**src/rtl/float_to_int_pkg.sv**
```systemverilog
// Shared types and constants for the float_to_int converter.
// Optional single-cycle shifter: define FLOAT_TO_INT_BARREL_EN.
package float_to_int_pkg;

    localparam int unsigned W_INT     = 32;
    localparam int unsigned EXP_W     = 10;
    localparam int signed   BIAS      = 127;
    localparam logic [31:0] SAT_VALUE = 32'h8000_0000;

    typedef enum logic [2:0] {
        GET_A,
        UNPACK,
        SPECIAL,
        SHIFT,
        PACK,
        PUT_Z
    } state_e;

endpackage

```
**src/rtl/float_to_int_shift.sv**
```systemverilog
// Right-shift datapath aligning the mantissa to an integer.
// FLOAT_TO_INT_BARREL_EN selects a one-cycle barrel shift; default is one bit per cycle.
module float_to_int_shift
    import float_to_int_pkg::*;
(
    input  logic [W_INT-1:0]        m,
    input  logic signed [EXP_W-1:0] e,
    output logic [W_INT-1:0]        m_next,
    output logic signed [EXP_W-1:0] e_next,
    output logic                    done
);

`ifdef FLOAT_TO_INT_BARREL_EN
    // e is 0..30 here, so 31-e fits in five bits.
    logic [4:0] amt;

    always_comb begin
        amt    = 5'd31 - e[4:0];
        m_next = m >> amt;
        e_next = e;
        done   = 1'b1;
    end
`else
    localparam logic signed [EXP_W-1:0] LastExp = EXP_W'(31);

    always_comb begin
        done   = !(e < LastExp);
        m_next = m;
        e_next = e;
        if (!done) begin
            m_next = m >> 1;
            e_next = e + EXP_W'(1);
        end
    end
`endif

endmodule

```
**src/rtl/float_to_int.sv**
```systemverilog
// IEEE-754 single to signed 32-bit integer, truncating toward zero, stb/ack handshake.
// FLOAT_TO_INT_BARREL_EN fixes the normal-path latency at 4 cycles.
module float_to_int
    import float_to_int_pkg::*;
(
    input  logic        clk,
    input  logic        rst,
    input  logic [31:0] input_a,
    input  logic        input_a_stb,
    output logic        input_a_ack,
    output logic [31:0] output_z,
    output logic        output_z_stb,
    input  logic        output_z_ack
);

    state_e                  state_q, state_d;
    logic [31:0]             a_q, a_d;
    logic                    s_q, s_d;
    logic signed [EXP_W-1:0] e_q, e_d;
    logic [W_INT-1:0]        m_q, m_d;
    logic [31:0]             z_q, z_d;
    logic                    z_stb_q, z_stb_d;
    logic                    a_ack_q, a_ack_d;

    logic [W_INT-1:0]        sh_m;
    logic signed [EXP_W-1:0] sh_e;
    logic                    sh_done;

    float_to_int_shift u_shift (
        .m      (m_q),
        .e      (e_q),
        .m_next (sh_m),
        .e_next (sh_e),
        .done   (sh_done)
    );

    always_ff @(posedge clk) begin
        if (!rst) begin
            state_q <= GET_A;
            a_q     <= '0;
            s_q     <= 1'b0;
            e_q     <= '0;
            m_q     <= '0;
            z_q     <= '0;
            z_stb_q <= 1'b0;
            a_ack_q <= 1'b0;
        end else begin
            state_q <= state_d;
            a_q     <= a_d;
            s_q     <= s_d;
            e_q     <= e_d;
            m_q     <= m_d;
            z_q     <= z_d;
            z_stb_q <= z_stb_d;
            a_ack_q <= a_ack_d;
        end
    end

    always_comb begin
        state_d = state_q;
        a_d     = a_q;
        s_d     = s_q;
        e_d     = e_q;
        m_d     = m_q;
        z_d     = z_q;
        z_stb_d = z_stb_q;
        a_ack_d = a_ack_q;

        unique case (state_q)
            GET_A: begin
                a_ack_d = 1'b1;
                if (a_ack_q && input_a_stb) begin
                    a_d     = input_a;
                    a_ack_d = 1'b0;
                    state_d = UNPACK;
                end
            end
            UNPACK: begin
                s_d     = a_q[31];
                e_d     = $signed({2'b00, a_q[30:23]}) - EXP_W'(BIAS);
                m_d     = {1'b1, a_q[22:0], 8'b0};
                state_d = SPECIAL;
            end
            SPECIAL: begin
                // Below 1.0 truncates to zero; 2^31 and above (incl. inf/NaN) saturate.
                if (e_q < 0) begin
                    z_d     = '0;
                    z_stb_d = 1'b1;
                    state_d = PUT_Z;
                end else if (e_q > 30) begin
                    z_d     = SAT_VALUE;
                    z_stb_d = 1'b1;
                    state_d = PUT_Z;
                end else begin
                    state_d = SHIFT;
                end
            end
            SHIFT: begin
                m_d = sh_m;
                e_d = sh_e;
                if (sh_done) begin
                    state_d = PACK;
                end
            end
            PACK: begin
                z_d     = s_q ? -m_q : m_q;
                z_stb_d = 1'b1;
                state_d = PUT_Z;
            end
            PUT_Z: begin
                if (z_stb_q && output_z_ack) begin
                    z_stb_d = 1'b0;
                    state_d = GET_A;
                end
            end
            default: state_d = GET_A;
        endcase
    end

    assign input_a_ack  = a_ack_q;
    assign output_z     = z_q;
    assign output_z_stb = z_stb_q;

endmodule

```
**config.mk**
```make
export PLATFORM = sky130hd
export DESIGN_NAME = float_to_int
export DESIGN_NICKNAME = d
export VERILOG_FILES = /design/src/rtl/float_to_int_pkg.sv /design/src/rtl/float_to_int_shift.sv /design/src/rtl/float_to_int.sv
export SDC_FILE = /design/constraint.sdc
export NUM_CORES = 1
export LEC_CHECK = 0
export ABC_AREA = 1
export CAP_MARGIN = 25
export CORE_MARGIN = 3
export CORE_UTILIZATION = 56
export CTS_CLUSTER_SIZE = 30
export DETAILED_ROUTE_END_ITERATION = 10
export GPL_TIMING_DRIVEN = 1
export PLACE_DENSITY_LB_ADDON = 0.15
export REMOVE_ABC_BUFFERS = 1
export SYNTH_ARGS = -nofsm -noshare
export SYNTH_HDL_FRONTEND = slang
export SYNTH_SLANG_ARGS = --single-unit
```
**constraint.sdc**
```tcl
create_clock -name clk -period 2 [get_ports clk]
set_input_delay 0.3 -clock clk [delete_from_list [all_inputs] [get_ports clk]]
set_output_delay 0.3 -clock clk [all_outputs]
set_load 0.05 [all_outputs]
```
* Yosys cells after proc, flatten, opt, wreduce, memory -nomap -nowiden *
Index checks and enable logic that the tools add are counted.

word-level totals
  output and inout bits = 34
  bits in registers = 112

operators by class
  $add $sub $neg = 3
  mux-type cells = 19
  reduce and logical (&&, ||, !) cells = 11
  equality and inequality tests = 10
  $lt $le $gt $ge = 3

operators with widths
  operator                                                         number
  2-to-1 mux 32 bit                                                4
  one-hot mux 32 bit (2 select lines)                              2
  negator 32 bit                                                   1
  one-hot mux 10 bit (2 select lines)                              1
  one-hot mux 3 bit (6 select lines)                               1
  2-to-1 mux 3 bit                                                 5
  adder 10 x 2 -> 10 bit (second input constant)                   1
  greater-than comparator 10 x 6 -> 1 bit (second input constant)  1
  less-than comparator 10 x 1 -> 1 bit (second input constant)     1
  less-than comparator 10 x 6 -> 1 bit (second input constant)     1
  2-to-1 mux 10 bit                                                1
  subtractor 8 x 7 -> 9 bit (second input constant)                1
  == test 3 x 2 -> 1 bit (second input constant)                   2
  == test 3 bit (second input constant)                            2
  inequality test 2 bit (second input constant)                    3
  AND reduction 2 bit                                              3
  AND reduction 3 bit                                              2
  2-to-1 mux 1 bit                                                 4
  nonzero test 2 bit                                               2
  == test 3 x 1 -> 1 bit (second input constant)                   1
  zero test 3 bit                                                  1
  inequality test 3 bit (second input constant)                    1
  one-hot mux 1 bit (3 select lines)                               1
  nonzero test 3 bit                                               1
  other kinds (2)                                                  3

* Longest topological paths before layout *
Gate-level depths: netlist of the first run.

  depth in word-level cells = 4
  mapped depth = 11

* Cells and area by module *
A second synthesis of the first run with hierarchy kept.

second synthesis, totals
  cells, all modules = 969
  area, all modules = 6182.2 µm²

modules (own cells, without submodules)
  module              area an instance (µm²)  times used  cells an instance
  float_to_int        5393.9                  1           794
  float_to_int_shift  788.3                   1           175

* Worst setup path before layout of the first run *
Ideal clock, no wire load.

  path type = register to register
  from = reg a_ack_q, in the netlist input_a_ack
  to = reg a_q[21]
  cell stages (with the launch flop) = 7
  library setup time = 0.116 ns
  path buffers = 1
  path slack = 0.483 ns
  period minus slack after synthesis = 1.517 ns
  data arrival time = 1.401 ns
  cells stage by stage = dfxtp_1 > nand2_1 > nor2_4 > inv_2 > buf_2 > nor2_1 > nor2_1

between the ends
  cells in the longest elaborated chain, start to end = 2

ends and longest elaborated chain
  what                                  RTL line            source
  start, declared                       float_to_int.sv:23  logic a_ack_q, a_ack_d;
  start signal, assigned                float_to_int.sv:55  a_ack_q <= a_ack_d;
  logical AND 1 bit                     float_to_int.sv:72  if (a_ack_q && input_a_stb) begin
  AND reduction 2 bit (no source line)  --
  end signal, assigned                  float_to_int.sv:40  a_q <= '0;
  end signal, assigned                  float_to_int.sv:49  a_q <= a_d;
  end, declared                         float_to_int.sv:17  logic [31:0] a_q, a_d;

Every way passes these cells.
A chain may end at the register's enable or synchronous reset.

* Final worst setup path of the first run *
  from = reg z_q[15], in the netlist output_z[15]
  to = out output_z[15]

RTL lines
  what                    RTL line            source
  start, declared         float_to_int.sv:21  logic [31:0] z_q, z_d;
  start signal, assigned  float_to_int.sv:53  z_q <= z_d;
  end, declared           float_to_int.sv:11  output logic [31:0] output_z,

No word-level cell between the ends.

==> impl_metrics.yaml, run 1 <==
finish:
  stdcell_count: 1000
  fillers: 876
  drive_gt1_share_pct: 8.037
  multi_input_area_mm2: 0.002858
  area_growth_pct: 15.91
  final_core_util_pct: 68.60
  nNetsFinal: 906
  n_antenna_cell: 0
  ff_latch_area_mm2: 0.002242
synthesis:
  yosys_warnings: 0
  synth_area_leader_cell: "dfxtp_1"
  synthTopCellsByArea: "dfxtp_1 (40%), nand2_1 (10%), o21ai_0 (9.7%)"
  yosysTopAreaCellShare_pct: 40.05
  ys_ff_latch: 112
  netlist_area_mm2: 0.005598
  synthSimpleGateAreaFrac_pct: 27.45
  synthMuxAreaShare_pct: 0
  synth_compound_area_share_pct: 21.77
  synth_enable_flop_cells: 0
  post_synth.cell_area_avg_um2: 6.894
  synth_cell_types: 38
  postSynth.asyncResetShare_pct: 0
  synth-xor-area-share_pct: 0.9388
  synthAdderAreaFrac_pct: 0.8941
  synthCells: 812
  postSynth.topFlopCell: "dfxtp_1"
  yosysSeqAreaShare_pct: 40.05
  synth_top_family_by_area: "simple AND/OR/NAND/NOR gates"
timing:
  hold_ws_ns: 0.4043
  slew_violations: 0
  skew_ns: 0.01981
  rsz0062_at_grt: "no"
  finalSetupViolCount: 0
  final_hold_viol_count: 0
  slew_headroom_pct: 57.57
  finalSetupTns_ns: 0
  tightest_slew_ns: 0.6355
  fmax_mhz: 536.9
  fin_crit_ns: 1.862
  period_share_pct: 93.12
clock_network:
  cts_buffers: 9
  cts_sinks: 112
  cts_tree: "yes"
  cts_setup_buffers: 0
  cts_buffer_depth: 2
  clock_latency_ns: 0.37
  cts_hold_buf: 0
  cts_max_level: 3
  cts_resized: 0
  cts.reportedPaths.clkPinSlew_ns: 0.11
  ctsRootBufferMaster: "clkbuf_8"
detailed_routing:
  totalWireLength_um: 13770
  dr.pass1.iters: 5
  viasPerCell: 5.484
  drc: 0
  ant_nets: 0
  drt_iter0_drc: 298
  detail_route.wl_per_cell_um: 13.77
  vias: 5484
place:
  place_congestion: 0.9300
  dp.cells: 984
  hpwl_um: 9964
  io_buffers: 69
power_and_ir_drop:
  powerDensity_mw_per_mm2: 1467
  leakagePower_nw: 2.585
  finalPower_mw: 9.518
  peakVddDrop_v: 0.0006148
critical_path:
  end_kind: "output port"
  worst_setup_path_start_kind: "flip-flop"
  critPathTopFamily: "buffers and inverters"
  r2r_setup_slack_ns: 0.18
  rr_worst_depth: 10
  crit_arrival_ns: 1.56
  r2r_end: "output_z[16]$_SDFFE_PN0P_"
  slowest_stage: "clkdlybuf4s50_1"
  crit_type: "flip-flop to output port"
  worstReg2RegStart: "m_q[1]$_SDFFE_PN0P_"
  crit_path_cell_trace: "clkdlybuf4s50_1"
  path_max_fanout: 2
  timing.critical_path.slowest_cell_delay_ns: 0.82
  crit_required_ns: 1.70
  crit_buf_inv: 1
global_route:
  grt_max_degree: 64
  grt_util_all_layers_pct: 25.05
  grt_overflow: 0
  grt_pass1_vias: 5016
  grt_pass1_wl_um: 23320
  antenna_found_initial: 0
die:
  die-width_um: 106.0
  ioPinCount: 70
  die_area_mm2: 0.01123
  core-area_mm2: 0.009459
  start_util_pct: 59.18
  rows: 35
  dieHeight_um: 106.0
job:
  drv_cap: 0
min_path:
  whs_endpoint: "state_q[2]$_SDFFE_PN0P_"
  worstHoldStart: "rst"
  hold_depth: 3
  min_path_type: "primary input to flip-flop"
run_status:
  outcome: "finished, final reports clean"
==> logic make-up (layout without fill, tap and decap cells) <==
| family | after synthesis | in the layout |
|---|---|---|
| fa+ha+maj | 4 | 4 |
| buf+inv | 99 | 158 |
| simple gates | 359 | 359 |
| compound gates | 232 | 232 |
| xor+xnor | 6 | 6 |
| flops | 112 | 112 |
==> synthesized netlist by cell type, types with 4 or more instances <==
master      n
buf_6       7
nand4_1     5
nor2_2      8
nand2_2     5
clkbuf_1   18
buf_2       8
nor3_1      4
a21oi_2     6
a21oi_1    85
inv_2       7
o21ai_1    20
nand3_1    55
dfxtp_1   112
nor2_1    120
inv_1      50
o21ai_0   109
o21ai_2     5
nand2_1   152
ha_1        4
xor2_1      5
==> worst max path at each step <==
stage | cells past startpoint | slack, ns | start | endpoint
floorplan | 7 | -0.12 | state_q[0]$_SDFFE_PN0P_ | e_q[8]$_SDFFE_PN0P_
global placement | 6 | 0.30 | input_a_stb | a_q[26]$_SDFFE_PN0P_
detailed placement | 6 | 0.26 | input_a_stb | a_q[26]$_SDFFE_PN0P_
CTS | 1 | 0.12 | output_z_stb$_SDFFE_PN0P_ | output_z_stb
global route | 10 | 0.008 | m_q[1]$_SDFFE_PN0P_ | output_z[16]$_SDFFE_PN0P_
finish | 1 | 0.14 | output_z[15]$_SDFFE_PN0P_ | output_z[15]
==> power by group <==
group / total [mW] / switching, mW / internal [mW]
combinational: 4.82 / 3.28 / 1.54
clock: 1.26 / 0.790 / 0.466
sequential: 3.44 / 0.588 / 2.85
==> per-layer routing <==
metal  share of wire [%]  GRT usage (%)  routed length [µm]  vias to the layer above
met3                 6.9          4.493                 956                       26
met5                   0              0                   0                        -
met2                  45          40.48                6252                      170
met1                  46          33.87                6294                     2502
li1                    -              -                   -                     2786
met4                 2.0          8.511                 271                        0
==> stage by stage <==
| stage | setup WS [ns] | cell area, µm² |
|---|---|---|
| detailed placement | 0.2561 | 6311 |
| finish | 0.1375 | 6489 |
| floorplan | -0.1182 | 5334 |
| global placement | 0.3023 | 6311 |
| global route | 0.007785 | 6489 |
| CTS | 0.1171 | 6489 |
==> flip-flops by register name, indices dropped and copies added, names as in the netlist <==
name	cells
s_q	1
a_q	32
m_q	32
e_q	10
state_q	3
output_z	32
input_a_ack	1
output_z_stb	1
==> layout make-up <==
cell class | instances | area share [%]
Multi-Input combinational cell | 601 | 44.04
Sequential cell | 112 | 34.55
Timing Repair Buffer | 83 | 12.57
Inverter | 59 | 3.606
Tap cell | 129 | 2.487
Clock buffer | 9 | 1.909
Clock inverter | 7 | 0.8292
==> layout by cell type, fill, tap and decap left out, drive strengths merged, types with 4 or more instances in the layout <==
cell type	instances
nand2	159
o21ai	134
nor2	130
dfxtp	112
a21oi	91
clkdlybuf4s50	68
inv	60
nand3	57
buf	15
clkbuf	9
nand4	6
clkinv	6
xor2	5
nor3	4
ha	4
Note: power is estimated with default switching activity, not from simulation.
==> run 2: changes to the inputs <==
--- a/config.mk
+++ b/config.mk
@@ -8,10 +8,11 @@
 export ABC_AREA = 1
 export CAP_MARGIN = 25
 export CORE_MARGIN = 3
-export CORE_UTILIZATION = 56
+export CORE_UTILIZATION = 40
 export CTS_CLUSTER_SIZE = 30
 export DETAILED_ROUTE_END_ITERATION = 10
 export GPL_TIMING_DRIVEN = 1
+export MAX_ROUTING_LAYER = met4
 export PLACE_DENSITY_LB_ADDON = 0.15
 export REMOVE_ABC_BUFFERS = 1
 export SYNTH_ARGS = -nofsm -noshare
==> run 2 against run 1 <==
  * Critical path depth stayed put
  * Worst setup slack better by 0.0080 ns
  * Cell count is 4.5% higher
  * Via count is 2.5% lower
  * Clock power is 68% higher
  * Design area is 3.2% higher
  * Critical path type unchanged
==> impl_metrics.yaml, run 2 (synthesis gave the netlist of run 1 again) <==
timing:
  rsz0062_at_grt: "no"
  hold_ws_ns: 0.4494
  final_hold_viol_count: 0
  finalSetupViolCount: 0
  fin_crit_ns: 1.854
  setup_ws_ns: 0.1456
  slew_headroom_pct: 54.40
  skew_ns: 0.006086
  finalSetupTns_ns: 0
  tightest_slew_ns: 0.6830
  period_share_pct: 92.72
  slew_violations: 0
  fmax_mhz: 539.2
job:
  drv_cap: 0
critical_path:
  crit_path_cell_trace: "clkdlybuf4s50_1"
  timing.critical_path.slowest_cell_delay_ns: 0.82
  crit_arrival_ns: 1.55
  r2r_setup_slack_ns: 0.18
  worst-path-stages: 1
  crit_type: "flip-flop to output port"
  rr_worst_depth: 9
  worst_setup_path_start_kind: "flip-flop"
  crit_buf_inv: 1
  end_kind: "output port"
  slowest_stage: "clkdlybuf4s50_1"
  crit_required_ns: 1.70
  critPathTopFamily: "buffers and inverters"
  path_max_fanout: 2
clock_network:
  cts_buffer_depth: 2
  cts_sinks: 112
  cts_setup_buffers: 0
  cts_max_level: 3
  ctsRootBufferMaster: "clkbuf_16"
  cts_tree: "yes"
  cts_buffers: 9
  clock_latency_ns: 0.36
  cts.reportedPaths.clkPinSlew_ns: 0.07
  cts_resized: 0
  cts_hold_buf: 0
finish:
  fillers: 1381
  nNetsFinal: 904
  stdcell_count: 1045
  n_antenna_cell: 0
  area_growth_pct: 19.62
  final_cell_mix: "nand2_1 (152), nor2_1 (120), dfxtp_1 (112)"
  design_area_mm2: 0.006696
  final_core_util_pct: 49.78
  drive_gt1_share_pct: 7.825
  mostFrequentLayoutCell: "nand2_1"
power_and_ir_drop:
  finalPower_mw: 10.37
  leakagePower_nw: 2.646
  powerDensity_mw_per_mm2: 1549
  peakVddDrop_v: 0.0006451
global_route:
  use_met3_pct: 3.688
  grt_overflow: 0
  antenna_found_initial: 0
  grt_util_all_layers_pct: 19.89
  grt_max_degree: 64
  grt-busiest-layer: "met2"
  grtUsageMet2_pct: 31.33
  met1_usage_pct: 25.36
  grt_pass1_wl_um: 24860
  grt_pass1_vias: 5294
place:
  io_buffers: 69
  placed_area_mm2: 0.006342
  place_congestion: 0.8937
  post-place-ws_ns: 0.1865
  hpwl_um: 10130
  dp.cells: 1029
detailed_routing:
  drt_iter0_drc: 386
  viasPerCell: 5.117
  ant_nets: 0
  vias: 5347
  dr.pass1.iters: 5
  totalWireLength_um: 14540
  detail_route.wl_per_cell_um: 13.92
  drc: 0
die:
  core-area_mm2: 0.01345
  die-width_um: 124.3
  dieHeight_um: 124.3
  ioPinCount: 70
  rows: 42
  die_area_mm2: 0.01545
  start_util_pct: 41.61
min_path:
  min_path_type: "primary input to flip-flop"
  hold_depth: 4
run_status:
  outcome: "finished, final reports clean"
-- run 2: area by class of cell --
cell class | instances | area, µm² | area share, %
sequential | 112 | 2242 | 33.48
inverter | 59 | 234.0 | 3.494
clock buffer | 10 | 239.0 | 3.569
tap | 176 | 220.2 | 3.288
multi-input combinational | 601 | 2858 | 42.68
timing repair buffer | 81 | 788.3 | 11.77
clock inverter | 6 | 115.1 | 1.719
-- run 2: path summary, 6_finish.rpt --
path	startpoint	to
max	output_z[14]$_SDFFE_PN0P_	output_z[14]
min	rst	e_q[4]$_SDFFE_PN0P_
max reg2reg	e_q[1]$_SDFFE_PN0P_	e_q[9]$_SDFFE_PN0P_
min reg2reg	output_z[4]$_SDFFE_PN0P_	output_z[4]$_SDFFE_PN0P_
-- run 2: metal layers --
| layer | up-vias | wire (µm) |
|---|---|---|
| li1 | 2785 | - |
| met1 | 2403 | 7052 |
| met2 | 137 | 6422 |
| met3 | 22 | 759 |
| met4 | 0 | 308 |
| met5 | - | 0 |
-- run 2: power breakdown --
part	leakage (nW)	internal, mW	switching (mW)
clock network	0.169	1.27	0.850
registers	0.913	2.85	0.576
logic	1.56	1.52	3.30
==> run 3: changes to the inputs <==
--- a/config.mk
+++ b/config.mk
@@ -7,6 +7,7 @@
 export LEC_CHECK = 0
 export ABC_AREA = 1
 export CAP_MARGIN = 25
+export CORE_ASPECT_RATIO = 1.4
 export CORE_MARGIN = 3
 export CORE_UTILIZATION = 40
 export CTS_CLUSTER_SIZE = 30
==> run 3 against run 2 <==
  * Critical path depth unchanged
  * First-iteration DRC count decreased by 37%
  * Non-clock buffer count unchanged
  * Via count increased by 0.30%
  * Clock skew increased by 0.0018 ns
  * Hold slack got worse by 0.10 ns
  * Fmax increased by 1.8%
  * Worst setup slack improved by 0.033 ns
  * Count of clock-buffer cells in the layout increased by 4
  * Sequential power about the same
  * Sequential share of layout area increased by 0.21 points
  * Design area decreased by 0.62%
  * Critical endpoint is now input_a_ack
  * Largest power group unchanged
==> impl_metrics.yaml, run 3 (synthesis gave the netlist of run 1 again) <==
place:
  place_congestion: 0.9043
  io_buffers: 69
  post-place-ws_ns: 0.2472
  dp.cells: 1035
  hpwl_um: 10310
global_route:
  grt_pass1_vias: 4975
  grt_util_all_layers_pct: 19.52
  grt_pass1_wl_um: 23820
  grt_overflow: 0
  antenna_found_initial: 0
  grt_max_degree: 64
clock_network:
  cts_buffer_depth: 2
  cts_sinks: 112
  clock_latency_ns: 0.35
  cts_resized: 0
  cts_hold_buf: 0
  cts.reportedPaths.clkPinSlew_ns: 0.07
  cts_buffers: 9
  ctsRootBufferMaster: "clkbuf_16"
  cts_max_level: 3
  cts_tree: "yes"
  cts_setup_buffers: 0
finish:
  drive_gt1_share_pct: 7.365
  final_cell_mix: "nand2_1 (152), nor2_1 (120), dfxtp_1 (112)"
  area_growth_pct: 18.89
  nNetsFinal: 904
  mostFrequentLayoutCell: "nand2_1"
  ff_latch_area_mm2: 0.002242
  n_antenna_cell: 0
  fillers: 1459
  stdcell_count: 1051
  multi_input_area_mm2: 0.002858
detailed_routing:
  detail_route.wl_per_cell_um: 13.80
  drc: 0
  dr.pass1.iters: 5
  totalWireLength_um: 14500
  viasPerCell: 5.103
  drt_iter0_drc: 244
  ant_nets: 0
  vias: 5363
timing:
  final_hold_viol_count: 0
  finalSetupTns_ns: 0
  finalSetupViolCount: 0
  hold_ws_ns: 0.3479
  setup_ws_ns: 0.1787
  fmax_mhz: 549.1
  period_share_pct: 91.06
  fin_crit_ns: 1.821
  rsz0062_at_grt: "no"
  slew_violations: 0
  skew_ns: 0.007849
  slew_headroom_pct: 58.09
  tightest_slew_ns: 0.6277
critical_path:
  end_kind: "output port"
  worst_setup_path_start_kind: "flip-flop"
  path_max_fanout: 3
  crit_path_cell_trace: "clkdlybuf4s50_1"
  crit_required_ns: 1.70
  slowest_stage: "clkdlybuf4s50_1"
  crit_buf_inv: 1
  critPathTopFamily: "buffers and inverters"
  crit_arrival_ns: 1.52
  crit_type: "flip-flop to output port"
  timing.critical_path.slowest_cell_delay_ns: 0.82
power_and_ir_drop:
  peakVddDrop_v: 0.0005971
  powerDensity_mw_per_mm2: 1510
  leakagePower_nw: 2.623
die:
  die-width_um: 106.0
  ioPinCount: 70
  dieHeight_um: 146.0
  start_util_pct: 41.43
  die_area_mm2: 0.01547
  rows: 50
  core-area_mm2: 0.01351
run_status:
  outcome: "finished, final reports clean"
min_path:
  min_path_type: "primary input to flip-flop"
job:
  drv_cap: 0
## run 3: cell count changes in the layout (fill, tap and decap cells not counted), sizes merged
cell and delta:
inv -1, bufinv -2, clkinvlp -1, clkbuf +4
## run 3: final timing paths
| check | from | end | slack [ns] | cells after the start |
|---|---|---|---|---|
| max reg2reg | e_q[1]$_SDFFE_PN0P_ | e_q[9]$_SDFFE_PN0P_ | 0.23 | 9 |
| max | input_a_ack$_SDFFE_PN0P_ | input_a_ack | 0.18 | 1 |
| min reg2reg | output_z[0]$_SDFFE_PN0P_ | output_z[0]$_SDFFE_PN0P_ | 0.46 | 2 |
| min | rst | a_q[15]$_SDFFE_PN0P_ | 0.35 | 3 |
## run 3: routing by layer
layer	vias up	part of all wire, %	track usage (%)
met5	-	0	-
met1	2447	44	23.43
met3	17	4.4	3.018
met4	0	2.1	6.546
li1	2783	-	-
met2	116	50	33.27
## run 3: per-stage QoR
stage / area (µm²) / util, % / total power, mW
3_5_place_dp: 6362 / 47.08 / 8.272
4_1_cts: 6655 / 49.25 / 10.11
2_1_floorplan: 5334 / - / 6.885
6_report: 6655 / 49.25 / 10.05
5_1_grt: 6655 / 49.25 / 10.96
3_3_place_gp: 6362 / 47.08 / 8.185
## run 3: worst register-to-register path, cell delays in order (launching register included)
cell	delay [ns]
dfxtp_1	0.39
ha_1	0.25
nand4_2	0.14
nand2_1	0.11
nand2_2	0.06
nand2_4	0.10
nand2_8	0.13
inv_12	0.25
a21oi_1	0.14
a21oi_1	0.13
## run 3: power breakdown
| group | internal (mW) | total (mW) | switching [mW] |
|---|---|---|---|
| logic | 1.53 | 4.80 | 3.27 |
| registers | 2.86 | 3.44 | 0.584 |
| clock network | 1.01 | 1.81 | 0.797 |
| total | 5.40 | 10.0 | 4.65 |
## run 3: layout make-up
class / count / area share [%]
inverters: 59 / 3.516
multi-input cells: 601 / 42.94
clock inverters: 2 / 0.5828
well taps: 182 / 3.422
repair buffers: 81 / 12.03
flip-flops and latches: 112 / 33.69
clock buffers: 14 / 3.817
